==> config.mk <==
export PLATFORM = sky130hd
export DESIGN_NAME = gpr_scoreboard_bank
export DESIGN_NICKNAME = d
export VERILOG_FILES = /design/src/rtl/gpr_scoreboard_bank.sv
export SDC_FILE = /design/constraint.sdc
export NUM_CORES = 2
export LEC_CHECK = 0
export CAP_MARGIN = 20
export CELL_PAD_IN_SITES_DETAIL_PLACEMENT = 1
export CELL_PAD_IN_SITES_GLOBAL_PLACEMENT = 2
export CORE_MARGIN = 4
export CORE_UTILIZATION = 45
export CTS_CLUSTER_DIAMETER = 100
export DETAILED_ROUTE_END_ITERATION = 6
export DONT_BUFFER_PORTS = 1
export GPL_TIMING_DRIVEN = 0
export PLACE_DENSITY_LB_ADDON = 0.12
export REMOVE_ABC_BUFFERS = 1
export SYNTH_ARGS = -nofsm -noshare
export SYNTH_HDL_FRONTEND = slang
export SYNTH_SLANG_ARGS = --single-unit
==> constraint.sdc <==
create_clock -name clk -period 54.7 [get_ports clk]
set_input_delay 10.94 -clock clk [delete_from_list [all_inputs] [get_ports clk]]
set_output_delay 10.94 -clock clk [all_outputs]
set_load 0.1 [all_outputs]
==> src/rtl/gpr_scoreboard_bank.sv <==
// gpr_scoreboard_bank: decode-stage register file with a per-register
// pending-write scoreboard. Decode marks a destination pending at issue,
// writeback clears it at commit, and decode stalls on busy sources.
//
// Optional feature macro: GPR_SCOREBOARD_BYPASS_EN
//   defined   : same-cycle commit is forwarded to every read port and
//               removed from the busy computation.
//   undefined : reads see the array only; busy clears one cycle after commit.
//
// Ports:
//   clk          rising-edge clock
//   reset        asynchronous active-high reset (array, counters, err)
//   rd_addr      NUM_RD packed read addresses, port i at [i*ADDR_W +: ADDR_W]
//   rd_use       per-port "operand consumed" qualifier
//   rd_data      NUM_RD packed read data (combinational)
//   rd_busy      per-port pending-write flag (combinational)
//   stall        any used operand is busy (combinational)
//   issue_valid  mark issue_addr pending
//   issue_addr   destination register of the issuing instruction
//   issue_ready  issue accepted when issue_valid & issue_ready (combinational)
//   wr_en        commit write enable
//   wr_addr      commit destination
//   wr_data      commit data
//   err          sticky: commit to a non-zero register with no pending write
module gpr_scoreboard_bank #(
  parameter int unsigned DATA_W = 32,
  parameter int unsigned ADDR_W = 5,
  parameter int unsigned NUM_RD = 2,
  parameter int unsigned PEND_W = 2
) (
  input  logic                       clk,
  input  logic                       reset,
  input  logic [NUM_RD*ADDR_W-1:0]   rd_addr,
  input  logic [NUM_RD-1:0]          rd_use,
  output logic [NUM_RD*DATA_W-1:0]   rd_data,
  output logic [NUM_RD-1:0]          rd_busy,
  output logic                       stall,
  input  logic                       issue_valid,
  input  logic [ADDR_W-1:0]          issue_addr,
  output logic                       issue_ready,
  input  logic                       wr_en,
  input  logic [ADDR_W-1:0]          wr_addr,
  input  logic [DATA_W-1:0]          wr_data,
  output logic                       err
);

  localparam int unsigned REG_COUNT = 2 ** ADDR_W;

  logic [DATA_W-1:0] mem_q [REG_COUNT];
  logic [DATA_W-1:0] mem_d [REG_COUNT];
  logic [PEND_W-1:0] cnt_q [REG_COUNT];
  logic [PEND_W-1:0] cnt_d [REG_COUNT];
  logic              err_q;
  logic              err_d;

  logic commit;
  logic issue_acc;
  logic same_reg;

  // Register 0 is hardwired: commits and issues to it are dropped here.
  assign commit    = wr_en && (wr_addr != '0);
  assign same_reg  = (issue_addr == wr_addr);

  // Full counter blocks issue unless a same-cycle commit frees a slot.
  assign issue_ready = !((issue_addr != '0) && (cnt_q[issue_addr] == '1)
                         && !(commit && same_reg));
  assign issue_acc   = issue_valid && issue_ready && (issue_addr != '0);

  // Read ports
  for (genvar g = 0; g < NUM_RD; g++) begin : g_rd
    logic [ADDR_W-1:0] addr;
    assign addr = rd_addr[g*ADDR_W +: ADDR_W];
`ifdef GPR_SCOREBOARD_BYPASS_EN
    logic hit;
    assign hit = commit && (wr_addr == addr);
    assign rd_data[g*DATA_W +: DATA_W] = hit ? wr_data : mem_q[addr];
    assign rd_busy[g] = (cnt_q[addr] - PEND_W'(hit)) != '0;
`else
    assign rd_data[g*DATA_W +: DATA_W] = mem_q[addr];
    assign rd_busy[g] = cnt_q[addr] != '0;
`endif
  end

  assign stall = |(rd_use & rd_busy);
  assign err   = err_q;

  // Next-state: array write, counter update, sticky error
  always_comb begin
    mem_d = mem_q;
    cnt_d = cnt_q;
    err_d = err_q;

    if (commit) begin
      mem_d[wr_addr] = wr_data;
      if (cnt_q[wr_addr] == '0) begin
        err_d = 1'b1;
      end
    end

    // Issue and commit to the same register cancel; otherwise each moves
    // its own counter. issue_ready guarantees the increment never wraps.
    if (issue_acc && !(commit && same_reg)) begin
      cnt_d[issue_addr] = cnt_q[issue_addr] + PEND_W'(1);
    end
    if (commit && !(issue_acc && same_reg) && (cnt_q[wr_addr] != '0)) begin
      cnt_d[wr_addr] = cnt_q[wr_addr] - PEND_W'(1);
    end
  end

  // State registers
  always_ff @(posedge clk or posedge reset) begin
    if (reset) begin
      for (int unsigned r = 0; r < REG_COUNT; r++) begin
        mem_q[r] <= '0;
        cnt_q[r] <= '0;
      end
      err_q <= 1'b0;
    end else begin
      mem_q <= mem_d;
      cnt_q <= cnt_d;
      err_q <= err_d;
    end
  end

endmodule

# ---- Word-level counts from Yosys, hierarchy flattened
# Cells that the tools add are included.
dict set report totals {
  ff_bits 1089
  input_bits 58
  output_inout_bits 69
  word_cells 132
}
dict set report classes {
  addsub 2
  order_cmp 6
  n_eq_ne 2
  mux 29
  bitwise 5
  reduce_logical 23
}
# cell n
set op_table {}
lappend op_table {{$bwmux W1024} 1}
lappend op_table {{$bmux W32 S5} 2}
lappend op_table {{$demux W32 S5} 1}
lappend op_table {{$mux W32} 5}
lappend op_table {{$bwmux W64} 2}
lappend op_table {{$mux W64} 2}
lappend op_table {{$bmux W2 S5} 4}
lappend op_table {{$ge A6 B6 Y1 const B} 4}
lappend op_table {{$not A5 Y6} 4}
lappend op_table {{$demux W2 S5} 2}
lappend op_table {{$mux W2} 10}
lappend op_table {{$logic_and A1 B1 Y1} 12}
lappend op_table {{$lt A6 B1 Y1 const B} 2}
lappend op_table {{$reduce_bool A5 Y1} 2}
lappend op_table {{$reduce_bool A2 Y1} 3}
lappend op_table {{$eq A5 B5 Y1} 1}
lappend op_table {{$logic_not A1 Y1} 3}
lappend op_table {{$add A2 B1 Y2 const B} 1}
lappend op_table {{$and A2 B2 Y2} 1}
lappend op_table {{$eq A2 B2 Y1 const B} 1}
lappend op_table {{$logic_not A2 Y1} 1}
lappend op_table {{$reduce_and A2 Y1} 1}
lappend op_table {{$reduce_or A2 Y1} 1}
lappend op_table {{$sub A2 B1 Y2 const B} 1}

# ---- Longest topological paths before layout
dict set report logic_depth {
  ltp_word 15
  ltp_mapped 14
  mapped_depth_nobuf 10
}

# ---- Least setup slack after synthesis
# OpenSTA, ideal clock, no wires.
dict set report synth_path {
  path_type {input to output}
  startpoint {input port rd_addr[1]}
  endpoint {output port stall}
  arrival_time_ns 14.719
  path_slack_ns 29.041
  path_stages 9
  path_cell_list {buf_2 -> buf_4 -> buf_2 -> buf_2 -> mux4_2 -> a21oi_1 -> nand2_1 -> a2bb2oi_1 -> a22o_1}
}
dict set report synth_between {
  elab_chain_len 7
}
# item line_no
set synth_lines {}
lappend synth_lines {{start: declaration} 33} ;# input logic [NUM_RD*ADDR_W-1:0] rd_addr,
lappend synth_lines {{$not A5 Y6 (not written as such)} 80} ;# assign rd_busy[g] = cnt_q[addr] != '0;
lappend synth_lines {{$bmux W2 S5} 80}
lappend synth_lines {{$mux W2 (not written as such) (2 in series)} 80}
lappend synth_lines {{$reduce_bool A2 Y1} 80}
lappend synth_lines {{net rd_busy[0]} 36} ;# output logic [NUM_RD-1:0] rd_busy,
lappend synth_lines {{$and A2 B2 Y2} 84} ;# assign stall = |(rd_use & rd_busy);
lappend synth_lines {{$reduce_or A2 Y1} 84}
lappend synth_lines {{end: declaration} 37} ;# output logic stall,
# The timed path passes the listed nets, and every way through them passes these cells. The select of a mux whose other input is x is not followed.

# ---- Final worst setup path
dict set report layout_path {
  startpoint {input port rd_addr[1]}
  endpoint {output port stall}
}
dict set report layout_between {
  elab_chain_len 7
}
# item line_no
set layout_lines {}
lappend layout_lines {{$not A5 Y6 (not written as such)} 80}
lappend layout_lines {{$bmux W2 S5} 80}
lappend layout_lines {{$mux W2 (not written as such) (2 in series)} 80}
lappend layout_lines {{$reduce_bool A2 Y1} 80}
lappend layout_lines {{$and A2 B2 Y2} 84}
lappend layout_lines {{$reduce_or A2 Y1} 84}
# No other way between the ends. The select of a mux whose other input is x is not followed.

==> tab_implementation.tex <==
\begin{tabular}{lr}
\hline
Metric & Value \\
\hline
\multicolumn{2}{l}{\textbf{Outcome}} \\
Status & finished, violations left \\
Violated checks & slew limit \\
\multicolumn{2}{l}{\textbf{Yosys}} \\
EDFF count, synth & 0 \\
Cell area after technology mapping & $\sim$59,000 µm² \\
Top\_reg\_cell synth & sky130\_fd\_sc\_hd\_\_dfrtp\_1 \\
Post-synthesis average cell area & 16.1 µm² \\
Synth async-reset ratio & 100\% \\
Number of flip-flops and latches in the synthesized netlist & around 1,100 \\
Sequential area share after synthesis & 46.0\% \\
Synth warnings & 0 \\
Gate Count Post-Synth & 3,671 \\
Count of cell types in the netlist & 59 \\
\multicolumn{2}{l}{\textbf{Detailed routing}} \\
Uppermost routed layer & met4 \\
First-pass detailed-route iteration total & 6 \\
Routed via count divided by cell count & roughly 6.7 \\
Detailed-route DRC error count & 0 \\
Drt initial violations & 2,751 \\
Via Count & roughly 35,000 \\
Routed wire length per instance & 35.6 µm \\
Number of antenna-violating nets in the routed design & 0 \\
Met3 wire length & 11,600 µm \\
Detailed-routing wirelength on met1 & roughly 79,000 µm \\
Detailed Route WL & 188,000 µm \\
Met2 Routed Length & 90,600 µm \\
\multicolumn{2}{l}{\textbf{CTS}} \\
Cells resized by post-CTS repair & 0 \\
Worst-case clock buffer depth & 3 \\
Root Driver & sky130\_fd\_sc\_hd\_\_clkbuf\_16 \\
H-tree levels & 4 \\
Hold\_buf cts & 0 \\
TritonCTS clock tree & yes \\
Clock latency at the later pin of the worst-skew pair & about 0.75 ns \\
TritonCTS buffer count & 132 \\
CTS clk-pin slew, worst paths & 0.05 ns \\
Number of clock sinks seen by CTS & 1,089 \\
Post-CTS Repair Setup Buffers & 0 \\
\multicolumn{2}{l}{\textbf{Setup path}} \\
Critical path peak fanout & 266 \\
Arrival @ worst endpoint & between 10 and 15 ns \\
R2R setup slack & roughly 50 ns \\
Critical Path Sink Type & output pin \\
Cell chain of the critical path & mux4\_2 -> or3\_1 -> nand4\_1 -> a2bb2oi\_2 -> buf\_1 -> a22o\_1 \\
Required time worst endpoint & between 40 and 50 ns \\
Cell class contributing the biggest share of worst-path delay & compound AO/OA/AOI/OAI gates \\
End of the worst register-to-register path & cnt\_q[58]\$\_DFF\_PP0\_ \\
Total buffers and inverters traversed by the critical path & 1 \\
Path type of the worst setup path & input pin to output pin \\
Start of the worst register-to-register path & cnt\_q[12]\$\_DFF\_PP0\_ \\
Delay of the slowest cell on the worst path & 0.97 ns \\
Source of the critical timing path & rd\_addr[1] \\
Worst setup endpoint & stall \\
Slowest cell on the critical path & sky130\_fd\_sc\_hd\_\_mux4\_2 \\
Crit. path cell count & 6 \\
Startpoint Class & input pin \\
Worst-case reg-to-reg path depth & 10 \\
\multicolumn{2}{l}{\textbf{STA}} \\
Final worst-path setup slack & 29.38 ns \\
Final critical delay including setup and external delays & 25.32 ns \\
Max Clk Rate & about 40 MHz \\
TNS Setup & 0 ns \\
Worst slew margin & -1.55\% \\
Total count of max-transition violations in the final report & 20 \\
RSZ-0062 raised after global routing & no \\
Count of final hold-check violations & 0 \\
Least-Margin Pin Slew & 1.52 ns \\
Final clock skew & 0.0127 ns \\
Total setup violations reported at the end of the flow & 0 \\
Post-route clock period utilization & 46.3\% \\
\multicolumn{2}{l}{\textbf{Placement}} \\
Post-Place Cell Area & 61,300 µm² \\
Place WS & approximately 30 ns \\
Port Buffer Count & 0 \\
RD Place Congestion & 0.894 \\
Detailed placement HPWL & 105,000 µm \\
Cell count after placement & 5,052 \\
\multicolumn{2}{l}{\textbf{Final layout}} \\
Final instance area & 65,600 µm² \\
Final net count & 3,505 \\
Antenna cells & 0 \\
Share of post-route cells with drive strength above 1 & 58.0\% \\
Area overhead of the layout relative to synthesis & 10.7\% \\
Final cell count without fillers & 5,284 \\
\multicolumn{2}{l}{\textbf{Power and ir drop}} \\
Switching Share & between 30\% and 40\% \\
Power per Cell Area & 40.3 nW/µm² \\
Leak & between 20 and 30 nW \\
Portion of total power attributed to the clock network & between 30\% and 40\% \\
Comb pwr share & 24.9\% \\
Internal power contribution & 1.85 mW \\
Net load switching power & 0.796 mW \\
Share of power burned in registers & 41.9\% \\
Highest ir drop seen on vdd & between 0.02 and 0.025 mV \\
Total power of the final layout & 2.65 mW \\
\multicolumn{2}{l}{\textbf{Run}} \\
Number of maximum-capacitance constraint violations & 0 \\
\multicolumn{2}{l}{\textbf{Worst hold path}} \\
Path category of the worst min-delay check & flop to flop \\
\multicolumn{2}{l}{\textbf{Die}} \\
Initial core utilization & between 40\% and 50\% \\
Vertical die dimension & between 300 and 400 µm \\
Width of the die & 371 µm \\
Site Rows & 132 \\
\# IOs & $\sim$130 \\
Area of the die & 138,000 µm² \\
Area inside the core boundary & between 100,000 and 150,000 µm² \\
\multicolumn{2}{l}{\textbf{Global routing}} \\
Pin count of the biggest net entering global routing & 272 \\
Overflow after GRT & 0 \\
Number of global-route vias before repair & between 30,000 and 40,000 \\
Antenna violations before repair & 4 \\
Global routing usage summed across all routing layers & 27.8\% \\
First-pass GRT wire length & 280,000 µm \\
\hline
\end{tabular}
==> cell type report <==
class	instances	area [µm²]
repair buffers	61	1460
inverters	12	52.6
multi-input cells	2149	30400
fillers	11900	64500
clock inverters	31	355
flip-flops and latches	1089	27300
clock buffers	200	3970
well taps	1742	2180
==> sequential cells by signal, summed over array words and instances, names as in the netlist <==
register  flops
cnt_q        64
err           1
mem_q      1024
==> synth_stat cells (6+ instances only) <==
master / number / share of area [%]
sky130_fd_sc_hd__dfrtp_1: 1089 / 46
sky130_fd_sc_hd__mux2_2: 1060 / 20
sky130_fd_sc_hd__mux4_2: 668 / 25
sky130_fd_sc_hd__clkbuf_1: 222 / 1.4
sky130_fd_sc_hd__mux2i_1: 131 / 2.2
sky130_fd_sc_hd__buf_2: 120 / 1.0
sky130_fd_sc_hd__nor2_1: 66 / 0.42
sky130_fd_sc_hd__buf_1: 49 / 0.31
sky130_fd_sc_hd__nand2_1: 28 / 0.18
sky130_fd_sc_hd__buf_4: 26 / 0.33
sky130_fd_sc_hd__nand3_1: 22 / 0.19
sky130_fd_sc_hd__nor3_2: 20 / 0.34
sky130_fd_sc_hd__a22oi_1: 16 / 0.20
sky130_fd_sc_hd__nor3_1: 15 / 0.13
sky130_fd_sc_hd__inv_1: 12 / 0.076
sky130_fd_sc_hd__nand3b_1: 12 / 0.15
sky130_fd_sc_hd__o22ai_1: 10 / 0.11
sky130_fd_sc_hd__nand4_1: 7 / 0.074
sky130_fd_sc_hd__nor3b_1: 7 / 0.089
sky130_fd_sc_hd__and3b_1: 6 / 0.089
==> through the flow <==
step	hold WS (ns)	utilization (%)
after CTS	0.396	50.4
after detailed placement	0.384	47.1
after global placement	0.376	45.8
final	0.390	50.4
after floorplan	0.365	-
after global routing	0.405	50.4
==> how the worst min path moves through the flow <==
stage / from / end / slack [ns] / depth (start not counted)
3_5_place_dp: mem_q[1010]$_DFFE_PP0P_ / mem_q[1010]$_DFFE_PP0P_ / 0.38 / 0
3_3_place_gp: mem_q[1002]$_DFFE_PP0P_ / mem_q[1002]$_DFFE_PP0P_ / 0.38 / 0
5_1_grt: mem_q[1012]$_DFFE_PP0P_ / mem_q[1012]$_DFFE_PP0P_ / 0.41 / 0
2_1_floorplan: mem_q[1000]$_DFFE_PP0P_ / mem_q[1000]$_DFFE_PP0P_ / 0.37 / 0
4_1_cts: mem_q[998]$_DFFE_PP0P_ / mem_q[998]$_DFFE_PP0P_ / 0.40 / 0
6_report: mem_q[1014]$_DFFE_PP0P_ / mem_q[1014]$_DFFE_PP0P_ / 0.39 / 0
==> routing by layer <==
layer / vias up / global-route usage, %
met5: - / 0
met4: 0 / 9.32
met3: 348 / 5.61
met2: 1155 / 45.0
met1: 19900 / 37.9
li1: 13900 / -
==> cells in the final DEF (no fill, tap or decap), types with 20 or more instances in the layout <==
cell	instances
sky130_fd_sc_hd__clkbuf_16	138
sky130_fd_sc_hd__nor2_1	54
sky130_fd_sc_hd__clkbuf_8	28
sky130_fd_sc_hd__nand3_1	22
sky130_fd_sc_hd__mux2i_1	130
sky130_fd_sc_hd__clkbuf_1	34
sky130_fd_sc_hd__nor3_2	20
sky130_fd_sc_hd__buf_16	37
sky130_fd_sc_hd__mux4_2	668
sky130_fd_sc_hd__mux2_2	1060
sky130_fd_sc_hd__dfrtp_1	1089
==> power groups by stage <==
stage | Sequential [mW] | Clock, mW | Combinational, mW
after floorplan | 1.07 | 0 | 0.532
after global placement | 1.09 | 0 | 0.614
after detailed placement | 1.12 | 0 | 0.656
after CTS | 1.11 | 0.901 | 0.659
after global routing | 1.13 | 0.936 | 0.693
final | 1.11 | 0.879 | 0.657
==> logic make-up after synthesis <==
group                    after synthesis  share of synthesized area (%)
XOR/XNOR                               5                         0.0739
AO/OA/AOI/OAI                         68                          0.830
buffers and inverters                433                           3.21
adder cells (fa/ha/maj)                2                         0.0422
flip-flops                          1089                           46.0
multiplexers                        1860                           47.8
AND/OR/NAND/NOR                      214                           2.12
No activity file was read; power rests on OpenSTA's default activity.
